File: src/rtl/usart_pkg.sv
// Shared types and constants for the USART baud clock sequencer.
// The lock monitor is compiled in when USART_BAUD_CTRL_LOCK_EN is defined.
package usart_pkg;

  typedef logic [3:0] baud_idx_t;

  localparam baud_idx_t MAX_BAUD_IDX = 4'd13;

  localparam baud_idx_t DEF_BAUD = 4'd2;
  localparam logic      DEF_MODE = 1'b0;
  localparam logic      DEF_SYNC = 1'b0;

  typedef enum logic [2:0] {
    IDLE,
    DRAIN,
    HOLD,
    APPLY,
    LOCK,
    ACK
  } state_t;

  typedef struct packed {
    baud_idx_t baud;
    logic      mode;
    logic      sync;
  } cfg_t;

  function automatic logic baud_ok(input baud_idx_t idx);
    return idx <= MAX_BAUD_IDX;
  endfunction

endpackage

File: src/rtl/usart_baud_ctrl_if.sv
// Reconfiguration request/acknowledge bundle between the two requesters and the sequencer.
// The master side drives requests; the slave side (the sequencer) returns Ack/AckErr.
interface usart_baud_ctrl_if;
  import usart_pkg::*;

  logic      ReqA_Valid;
  baud_idx_t ReqA_Baud;
  logic      ReqA_Mode;
  logic      ReqA_Sync;
  logic      ReqA_Ack;

  logic      ReqB_Valid;
  baud_idx_t ReqB_Baud;
  logic      ReqB_Mode;
  logic      ReqB_Sync;
  logic      ReqB_Ack;

  logic      AckErr;

  modport master (
    output ReqA_Valid, ReqA_Baud, ReqA_Mode, ReqA_Sync,
    output ReqB_Valid, ReqB_Baud, ReqB_Mode, ReqB_Sync,
    input  ReqA_Ack, ReqB_Ack, AckErr
  );

  modport slave (
    input  ReqA_Valid, ReqA_Baud, ReqA_Mode, ReqA_Sync,
    input  ReqB_Valid, ReqB_Baud, ReqB_Mode, ReqB_Sync,
    output ReqA_Ack, ReqB_Ack, AckErr
  );

endinterface

File: src/rtl/usart_clk_lock_det.sv
// INClk lock monitor: 2-flop synchronizer, registered rising-edge detector and timeout counter.
// Only instantiated when USART_BAUD_CTRL_LOCK_EN is defined.
module usart_clk_lock_det #(
  parameter int LOCK_TIMEOUT = 32768
) (
  input  logic clk,
  input  logic rst_n,
  input  logic clr,
  input  logic en,
  input  logic inclk,
  output logic rise,
  output logic timeout
);

  logic [1:0]  sync_q;
  logic        prev_q;
  logic [15:0] cnt;

  // NOTE: sequential state is written with non-blocking assignments only.
  always_ff @(posedge clk or negedge rst_n) begin
    if (!rst_n) begin
      sync_q <= '0;
      prev_q <= 1'b1;
      rise   <= 1'b0;
      cnt    <= '0;
    end else begin
      sync_q <= {sync_q[0], inclk};
      if (clr) begin
        // prev forced high so an edge that slipped in before the clear is not counted
        prev_q <= 1'b1;
        rise   <= 1'b0;
        cnt    <= '0;
      end else begin
        prev_q <= sync_q[1];
        rise   <= sync_q[1] & ~prev_q;
        if (en && !timeout) cnt <= cnt + 16'd1;
      end
    end
  end

  assign timeout = (cnt == 16'(LOCK_TIMEOUT));

endmodule

File: src/rtl/usart_baud_ctrl.sv
// Round-robin sequencer that drains, resets, reprograms and (optionally) lock-checks the baud generator.
// Define USART_BAUD_CTRL_LOCK_EN to compile in the INClk lock check and timeout.
module usart_baud_ctrl
  import usart_pkg::*;
#(
  parameter int HOLD_CYCLES  = 4,
  parameter int LOCK_TIMEOUT = 32768
) (
  input  logic                 CPUClk,
  input  logic                 Reset,
  usart_baud_ctrl_if.slave     req,
  input  logic                 TxBusy,
  input  logic                 RxBusy,
  input  logic                 INClk,
  output logic                 GenReset,
  output baud_idx_t            Baudrate,
  output logic                 Mode,
  output logic                 Sync,
  output logic                 CfgValid
);

  state_t     state;
  logic [3:0] hold_cnt;
  cfg_t       pend;
  logic       grant_b;
  logic       last_b;
  logic       boot;
  logic       pick_b;
  cfg_t       sel_cfg;

  always_comb begin
    // NOTE: every always_comb output is assigned on all paths so no latch is inferred.
    pick_b  = req.ReqB_Valid && (!req.ReqA_Valid || !last_b);
    sel_cfg = pick_b ? cfg_t'{req.ReqB_Baud, req.ReqB_Mode, req.ReqB_Sync}
                     : cfg_t'{req.ReqA_Baud, req.ReqA_Mode, req.ReqA_Sync};
  end

`ifdef USART_BAUD_CTRL_LOCK_EN
  logic lock_rise;
  logic lock_timeout;

  usart_clk_lock_det #(.LOCK_TIMEOUT(LOCK_TIMEOUT)) u_lock_det (
    .clk     (CPUClk),
    .rst_n   (Reset),
    .clr     (state == APPLY),
    .en      (state == LOCK),
    .inclk   (INClk),
    .rise    (lock_rise),
    .timeout (lock_timeout)
  );
`else
  logic unused_inclk;
  assign unused_inclk = INClk;
`endif

  always_ff @(posedge CPUClk or negedge Reset) begin
    if (!Reset) begin
      // reset lands in HOLD so release replays the power-on programming sequence
      state        <= HOLD;
      hold_cnt     <= '0;
      pend         <= cfg_t'{DEF_BAUD, DEF_MODE, DEF_SYNC};
      grant_b      <= 1'b0;
      last_b       <= 1'b1;
      boot         <= 1'b1;
      GenReset     <= 1'b1;
      Baudrate     <= DEF_BAUD;
      Mode         <= DEF_MODE;
      Sync         <= DEF_SYNC;
      CfgValid     <= 1'b0;
      req.ReqA_Ack <= 1'b0;
      req.ReqB_Ack <= 1'b0;
      req.AckErr   <= 1'b0;
    end else begin
      req.ReqA_Ack <= 1'b0;
      req.ReqB_Ack <= 1'b0;
      req.AckErr   <= 1'b0;
      unique case (state)
        IDLE: begin
          if (req.ReqA_Valid || req.ReqB_Valid) begin
            grant_b <= pick_b;
            last_b  <= pick_b;
            pend    <= sel_cfg;
            if (baud_ok(sel_cfg.baud)) begin
              state <= DRAIN;
            end else begin
              state        <= ACK;
              req.AckErr   <= 1'b1;
              req.ReqA_Ack <= !pick_b;
              req.ReqB_Ack <= pick_b;
            end
          end
        end
        DRAIN: begin
          if (!TxBusy && !RxBusy) begin
            state    <= HOLD;
            hold_cnt <= '0;
            GenReset <= 1'b1;
            CfgValid <= 1'b0;
            Baudrate <= pend.baud;
            Mode     <= pend.mode;
            Sync     <= pend.sync;
          end
        end
        HOLD: begin
          if (hold_cnt == 4'(HOLD_CYCLES - 1)) begin
            state    <= APPLY;
            GenReset <= 1'b0;
          end else begin
            hold_cnt <= hold_cnt + 4'd1;
          end
        end
        APPLY: begin
`ifdef USART_BAUD_CTRL_LOCK_EN
          state <= LOCK;
`else
          state        <= ACK;
          CfgValid     <= 1'b1;
          boot         <= 1'b0;
          req.ReqA_Ack <= !boot && !grant_b;
          req.ReqB_Ack <= !boot && grant_b;
`endif
        end
        LOCK: begin
`ifdef USART_BAUD_CTRL_LOCK_EN
          if (lock_rise || lock_timeout) begin
            state        <= ACK;
            CfgValid     <= lock_rise;
            boot         <= 1'b0;
            req.AckErr   <= !boot && !lock_rise;
            req.ReqA_Ack <= !boot && !grant_b;
            req.ReqB_Ack <= !boot && grant_b;
          end
`else
          state <= IDLE;
`endif
        end
        ACK:     state <= IDLE;
        default: state <= IDLE;
      endcase
    end
  end

endmodule

File: src/flat_wrapper.sv
// flat-port wrapper written by rule: the top's interface ports become plain ports
module usart_baud_ctrl_flat import usart_pkg::*;
#(
  parameter int HOLD_CYCLES  = 4,
  parameter int LOCK_TIMEOUT = 32768
)
  (CPUClk, Reset, TxBusy, RxBusy, INClk, GenReset, Baudrate, Mode, Sync, CfgValid, req_ReqA_Valid, req_ReqA_Baud, req_ReqA_Mode, req_ReqA_Sync, req_ReqB_Valid, req_ReqB_Baud, req_ReqB_Mode, req_ReqB_Sync, req_ReqA_Ack, req_ReqB_Ack, req_AckErr);
  usart_baud_ctrl_if req_i ();
  input  logic CPUClk;
  input  logic Reset;
  input  logic TxBusy;
  input  logic RxBusy;
  input  logic INClk;
  output logic GenReset;
  output baud_idx_t Baudrate;
  output logic Mode;
  output logic Sync;
  output logic CfgValid;
  input wire logic [$bits(req_i.ReqA_Valid)-1:0] req_ReqA_Valid;
  input wire logic [$bits(req_i.ReqA_Baud)-1:0] req_ReqA_Baud;
  input wire logic [$bits(req_i.ReqA_Mode)-1:0] req_ReqA_Mode;
  input wire logic [$bits(req_i.ReqA_Sync)-1:0] req_ReqA_Sync;
  input wire logic [$bits(req_i.ReqB_Valid)-1:0] req_ReqB_Valid;
  input wire logic [$bits(req_i.ReqB_Baud)-1:0] req_ReqB_Baud;
  input wire logic [$bits(req_i.ReqB_Mode)-1:0] req_ReqB_Mode;
  input wire logic [$bits(req_i.ReqB_Sync)-1:0] req_ReqB_Sync;
  output wire logic [$bits(req_i.ReqA_Ack)-1:0] req_ReqA_Ack;
  output wire logic [$bits(req_i.ReqB_Ack)-1:0] req_ReqB_Ack;
  output wire logic [$bits(req_i.AckErr)-1:0] req_AckErr;
  assign req_i.ReqA_Valid = req_ReqA_Valid;
  assign req_i.ReqA_Baud = req_ReqA_Baud;
  assign req_i.ReqA_Mode = req_ReqA_Mode;
  assign req_i.ReqA_Sync = req_ReqA_Sync;
  assign req_i.ReqB_Valid = req_ReqB_Valid;
  assign req_i.ReqB_Baud = req_ReqB_Baud;
  assign req_i.ReqB_Mode = req_ReqB_Mode;
  assign req_i.ReqB_Sync = req_ReqB_Sync;
  assign req_ReqA_Ack = req_i.ReqA_Ack;
  assign req_ReqB_Ack = req_i.ReqB_Ack;
  assign req_AckErr = req_i.AckErr;
  usart_baud_ctrl #(.HOLD_CYCLES(HOLD_CYCLES), .LOCK_TIMEOUT(LOCK_TIMEOUT)) u_core (.CPUClk(CPUClk), .Reset(Reset), .req(req_i), .TxBusy(TxBusy), .RxBusy(RxBusy), .INClk(INClk), .GenReset(GenReset), .Baudrate(Baudrate), .Mode(Mode), .Sync(Sync), .CfgValid(CfgValid));
endmodule
File: config.mk
export PLATFORM = sky130hd
export DESIGN_NAME = usart_baud_ctrl_flat
export DESIGN_NICKNAME = d
export VERILOG_FILES = /design/src/rtl/usart_pkg.sv /design/src/rtl/usart_baud_ctrl_if.sv /design/src/rtl/usart_clk_lock_det.sv /design/src/rtl/usart_baud_ctrl.sv /design/src/flat_wrapper.sv
export SDC_FILE = /design/constraint.sdc
export NUM_CORES = 1
export LEC_CHECK = 0
export CAP_MARGIN = 25
export CORE_MARGIN = 4
export CORE_UTILIZATION = 48
export DETAILED_ROUTE_END_ITERATION = 10
export PLACE_DENSITY = 0.78
export SYNTH_ARGS = -nofsm -noshare
export SYNTH_HDL_FRONTEND = slang
export SYNTH_SLANG_ARGS = --single-unit
File: constraint.sdc
create_clock -name CPUClk -period 2.39 [get_ports CPUClk]
set_input_delay 0.478 -clock CPUClk [delete_from_list [all_inputs] [get_ports CPUClk]]
set_output_delay 0.478 -clock CPUClk [all_outputs]
set_load 0.01 [all_outputs]
==> impl_metrics.env, run 1 <==
export IMPL_status="complete, no violations"
export IMPL_stdcell_area_um2=1600
export IMPL_wire_per_inst_um=14.9
export IMPL_synthArstFlopShare=1.00
export IMPL_synth_area_leaders="dfrtp_1, mux2_2, dfstp_2"
export IMPL_power_switching_w=0.000553
export IMPL_swShare=0.325
export IMPL_n_antenna_cell=0
export IMPL_hpwl_um=1830
export IMPL_synth_net_count=117
export IMPL_drc=0
export IMPL_dieArea_um2=3450
export IMPL_drive_gt1_frac=0.267
export IMPL_place_congestion=0.692
export IMPL_io_buffers=28
export IMPL_final_hold_violation_count=0
export IMPL_synth_distinct_cells=34
export IMPL_grt_use_total=0.156
export IMPL_setup_violations=0
export IMPL_combPwrFrac=0.404
export IMPL_synth_yosys_seq_area_share=0.553
export IMPL_drt_iter0_markers=12
export IMPL_cp_start_kind="flop"
export IMPL_tightest_slew_ns=0.737
export IMPL_yosysTopAreaCell="dfrtp_1"
export IMPL_fmax_mhz=525
export IMPL_clkPwrFrac=0.113
export IMPL_numClockSinks=27
export IMPL_rsz0062_at_grt="false"
export IMPL_pwr_share_seq=0.484
export IMPL_cp_slowest_stage_delay_ns=0.56
export IMPL_syn_area_um2=1240
export IMPL_synth_edf_count=0
export IMPL_totalWireLength_um=2390
export IMPL_finalCritPeriodShare=0.797
export IMPL_vias=877
export IMPL_postSynthAreaPerCell_um2=12.7
export IMPL_numCtsBuffers=3
export IMPL_fin_crit_ns=1.91
export IMPL_overflow=0
export IMPL_area_growth_syn_to_layout_pct=29.7
export IMPL_post_cts_resized=0
export IMPL_syn_inst=97
export IMPL_critPathBufInv=1
export IMPL_vdd_ir_drop_max_mv=0.788
export IMPL_rows=18
export IMPL_leakagePower_nw=0.656
export IMPL_timing_setup_tns_ns=0
export IMPL_p_int_w=0.00115
export IMPL_slew_limit_headroom=0.508
export IMPL_crit_slowest_cell="dfstp_2"
export IMPL_root_buffer="clkbuf_4"
export IMPL_cts_hold_fix_buffers=0
export IMPL_cp_max_fo=2
export IMPL_worst_setup_path_type="reg -> out"
export IMPL_multi_input_area_um2=534
export IMPL_die_w_um=58.8
export IMPL_start_util=0.499
export IMPL_drt_pass1_iter_count=4
export IMPL_grt_pass1_vias=923
export IMPL_path_clk_slew_ns=0.13
export IMPL_cts_htree_levels=1
export IMPL_grt_max_degree=28
export IMPL_cp_required_ns=1.91
export IMPL_endpoint_kind="output port"
export IMPL_yosys_warnings=0
export IMPL_antenna_found_initial=0
export IMPL_post_dp_cell_area_um2=1580
export IMPL_min_path_type="reg -> reg"
export IMPL_path_delay_family="flip-flops"
export IMPL_ys_flop_type="dfrtp_1"
export IMPL_fin_skew_ns=0.00130
export IMPL_clk_latency_ns=0.32
export IMPL_synth_top_area_share=0.425
export IMPL_die_h_um=58.8
export IMPL_ant_nets=0
export IMPL_tritoncts="done"
export IMPL_vias_per_cell=5.45
export IMPL_n_fill_cell=211
export IMPL_powerDensity_nw_per_um2=1060
export IMPL_seq_area_um2=683
export IMPL_arrival_ns=1.43
export IMPL_nets=152
export IMPL_slew_viol_final=0
export IMPL_grt_pass1_wl_um=4060
export IMPL_core_area_um2=2480
export IMPL_ios=30
export IMPL_ctsLongestPathBuffers=2
export IMPL_post_cts_buffers=0
export IMPL_maxCapViolations=0
export IMPL_yosys_register_bits=27
export IMPL_path_cells="clkdlybuf4s50_1"
## synthesized netlist by cell type (all sizes together) (2+ instances only)
cell / number
a21oi: 5
and3: 2
buf: 3
dfrtp: 21
dfstp: 6
mux2: 18
mux2i: 2
nand2: 3
nand2b: 3
nand3: 2
nor2: 4
nor3b: 2
o21ai: 5
o221ai: 2
o31ai: 2
## logic make-up (layout without fill, tap and decap cells)
logic type / after synthesis / count (layout) / share of synthesized area
multiplexers: 20 / 20 / 0.180
buffers and inverters: 4 / 38 / 0.0152
AO/OA/AOI/OAI: 21 / 21 / 0.114
AND/OR/NAND/NOR: 24 / 24 / 0.128
flip-flops: 27 / 27 / 0.553
adder cells (fa/ha/maj): 1 / 1 / 0.0101
## power groups by stage
stage	clock network [W]	logic (W)	registers, W
floorplan	0	0.000409	0.000808
global placement	0	0.000674	0.000818
detailed placement	0	0.000693	0.000829
CTS	0.000201	0.000697	0.000821
global route	0.000224	0.000751	0.000858
finish	0.000191	0.000686	0.000822
## cell usage in the layout, fill, tap and decap left out, types with 3 or more instances in the layout
master           count
nor2_1               3
clkbuf_4             3
clkdlybuf4s50_1     28
a21oi_1              5
nand2_1              3
buf_4                5
nand2b_1             3
dfstp_2              6
o21ai_0              4
mux2_2              18
dfrtp_1             21
## path summary, 6_finish.rpt
check | to | depth (start not counted) | from | slack (ns)
min in group asynchronous | u_core.CfgValid$_DFFE_PN0P_ | 2 | Reset | 0.51
worst min register to register | u_core.CfgValid$_DFFE_PN0P_ | 2 | u_core.CfgValid$_DFFE_PN0P_ | 0.49
worst min-delay path | u_core.CfgValid$_DFFE_PN0P_ | 2 | u_core.CfgValid$_DFFE_PN0P_ | 0.49
worst max-delay path | Baudrate[1] | 1 | u_core.Baudrate[1]$_DFFE_PN1P_ | 0.48
max in group asynchronous | u_core.GenReset$_DFFE_PN1P_ | 2 | Reset | 1.58
worst max register to register | u_core.hold_cnt[3]$_DFFE_PN0P_ | 3 | u_core.state[1]$_DFFE_PN1P_ | 0.56
## area by class of cell
cell class / instances / area share
Clock buffer: 4 / 0.0164
Inverter: 1 / 0.00234
Sequential cell: 27 / 0.426
Multi-Input combinational cell: 66 / 0.333
Timing Repair Buffer: 33 / 0.198
Tap cell: 30 / 0.0234
## flip-flops by register name, indices dropped and copies added (netlist names), 3 cells and up
| register | count |
|---|---|
| u_core.hold_cnt | 4 |
| u_core.state | 3 |
| u_core.pend | 6 |
| u_core.Baudrate | 4 |
## stage by stage
step	power [W]	utilization	hold slack (ns)	cells	setup WS, ns
floorplan	0.00122	-	0.182	97	0.671
global placement	0.00149	0.636	0.467	157	0.163
detailed placement	0.00152	0.636	0.464	157	0.145
CTS	0.00172	0.647	0.496	161	0.466
global route	0.00183	0.647	0.523	161	0.425
finish	0.00170	0.647	0.488	161	0.484
## per-layer routing
metal | track usage | routed length [µm] | up-vias
met4 | 0.0583 | 26 | 0
met1 | 0.210 | 1060 | 425
li1 | - | - | 426
met2 | 0.246 | 1150 | 24
met3 | 0.0329 | 155 | 2
met5 | 0 | 0 | -
Note: power is estimated with default switching activity, not from simulation.
==> run 2, diff against run 1 <==
clock period = 1.8 ns   (was 2.39 ns; I/O delays follow)
==> impl_metrics.env, run 2 (synthesis results as in run 1) <==
export IMPL_cp_required_ns=2.02
export IMPL_final_hold_violation_count=0
export IMPL_antenna_found_initial=0
export IMPL_crit_start="RxBusy"
export IMPL_fmax_mhz=594
export IMPL_fin_cells=171
export IMPL_overflow=0
export IMPL_wl_met1_um=1130
export IMPL_tritoncts="done"
export IMPL_grt_pass1_vias=984
export IMPL_grt_use_total=0.166
export IMPL_root_buffer="clkbuf_4"
export IMPL_ant_nets=0
export IMPL_nets=162
export IMPL_cp_start_kind="input port"
export IMPL_grt_max_degree=28
export IMPL_total_power_w=0.00237
export IMPL_routed_top_layer="met4"
export IMPL_wl_met2_um=1300
export IMPL_drt_pass1_iter_count=5
export IMPL_worst_setup_path_type="in -> reg"
export IMPL_post_dp_cell_area_um2=1650
export IMPL_slew_viol_final=0
export IMPL_n_fill_cell=209
export IMPL_largest_registers="u_core.pend (6), u_core.Baudrate (4), u_core.hold_cnt (4)"
export IMPL_fin_crit_ns=1.68
export IMPL_maxCapViolations=0
export IMPL_wire_per_inst_um=15.2
export IMPL_mostFrequentLayoutCells="clkdlybuf4s50_1, dfrtp_1, mux2_2"
export IMPL_vias=947
export IMPL_cts_htree_levels=1
export IMPL_min_path_type="in -> async"
export IMPL_hpwl_um=1970
export IMPL_status="complete, no violations"
export IMPL_arrival_ns=1.91
export IMPL_clk_latency_ns=0.33
export IMPL_final_common_cell="clkdlybuf4s50_1"
export IMPL_tightest_slew_ns=0.330
export IMPL_stdcell_area_um2=1690
export IMPL_drt_iter0_markers=33
export IMPL_setup_violations=0
export IMPL_largest_register_ffs=6
export IMPL_multi_input_area_um2=538
export IMPL_wl_met3_um=121
export IMPL_fin_skew_ns=0.0119
export IMPL_cp_max_fo=8
export IMPL_place_inst=167
export IMPL_endpoint_kind="flop"
export IMPL_leakagePower_nw=0.716
export IMPL_finalCritPeriodShare=0.936
export IMPL_die_w_um=58.8
export IMPL_ctsLongestPathBuffers=2
export IMPL_vdd_ir_drop_max_mv=0.847
export IMPL_reg2reg_from="u_core.state[2]$_DFFE_PN0P_"
export IMPL_timing_setup_tns_ns=0
export IMPL_largest_register="u_core.pend"
export IMPL_powerDensity_nw_per_um2=1400
export IMPL_place_congestion=0.778
export IMPL_numCtsBuffers=3
export IMPL_cts_hold_fix_buffers=0
export IMPL_grt_pass1_wl_um=4350
export IMPL_numClockSinks=27
export IMPL_path_clk_slew_ns=0.15
export IMPL_die_h_um=58.8
export IMPL_io_buffers=28
export IMPL_rsz0062_at_grt="false"
export IMPL_rows=18
export IMPL_area_growth_syn_to_layout_pct=36.7
export IMPL_drc=0
export IMPL_ios=30
export IMPL_n_antenna_cell=0
export IMPL_start_util=0.499
export IMPL_seq_area_um2=683
export IMPL_drive_gt1_frac=0.333
export IMPL_vias_per_cell=5.54
export IMPL_dieArea_um2=3450
export IMPL_totalWireLength_um=2600
export IMPL_core_area_um2=2480
export IMPL_slew_limit_headroom=0.780
run 2: cell count changes in the layout (fill, tap and decap cells not counted):
cell / previous run / this run
or4b_1: 1 / 0
or4b_4: 0 / 1
clkdlybuf4s50_1: 28 / 26
clkinvlp_4: 0 / 1
buf_4: 5 / 15
clkbuf_1: 1 / 0
dlymetal6s2s_1: 0 / 2
run 2: metal layers:
layer,global-route usage,up-vias
met5,0,-
met4,0.0809,0
met3,0.0197,6
met2,0.279,25
met1,0.211,469
li1,-,447
run 2: timing repair:
item / 4_1_cts / 5_1_grt
endpoints found under the setup margin: 0 / 5
gates resized for setup: 0 / 3
setup buffers: 0 / 0
run 2: cell type report:
class,instances,area share
clock buffers,3,0.0133
inverters,1,0.00222
flip-flops and latches,27,0.404
repair buffers,43,0.235
well taps,30,0.0222
multi-input cells,66,0.318
clock inverters,1,0.00444
run 2: path summary, 6_finish.rpt:
| check | to | slack [ns] | depth (start not counted) |
|---|---|---|---|
| worst max-delay path | u_core.Baudrate[2]$_DFFE_PN0P_ | 0.12 | 4 |
| worst min-delay path | u_core.hold_cnt[0]$_DFFE_PN0P_ | 0.38 | 2 |
| worst max register to register | u_core.Baudrate[2]$_DFFE_PN0P_ | 0.17 | 3 |
| worst min register to register | u_core.CfgValid$_DFFE_PN0P_ | 0.50 | 2 |
| max in group asynchronous | u_core.pend[3]$_DFFE_PN1P_ | 1.11 | 2 |
| min in group CPUClk | u_core.CfgValid$_DFFE_PN0P_ | 0.50 | 2 |
run 2: worst max-delay path, stage by stage:
cell             delay [ns]
clkdlybuf4s50_1        0.44
or4b_4                 0.57
nor2_8                 0.19
mux2_2                 0.35
run 2: metrics by stage:
stage / util / hold slack, ns / setup slack [ns]
2_1_floorplan: - / 0.0644 / 0.138
3_3_place_gp: 0.667 / 0.464 / -0.284
3_5_place_dp: 0.667 / 0.471 / -0.346
4_1_cts: 0.679 / 0.387 / 0.00737
5_1_grt: 0.682 / 0.387 / 0.0584
6_report: 0.682 / 0.379 / 0.115
run 2: where the power goes:
part / leakage, nW / internal (W) / switching, W
sequential: 0.326 / 0.000887 / 0.000139
clock: 0.0139 / 0.0000850 / 0.000182
combinational: 0.376 / 0.000624 / 0.000455
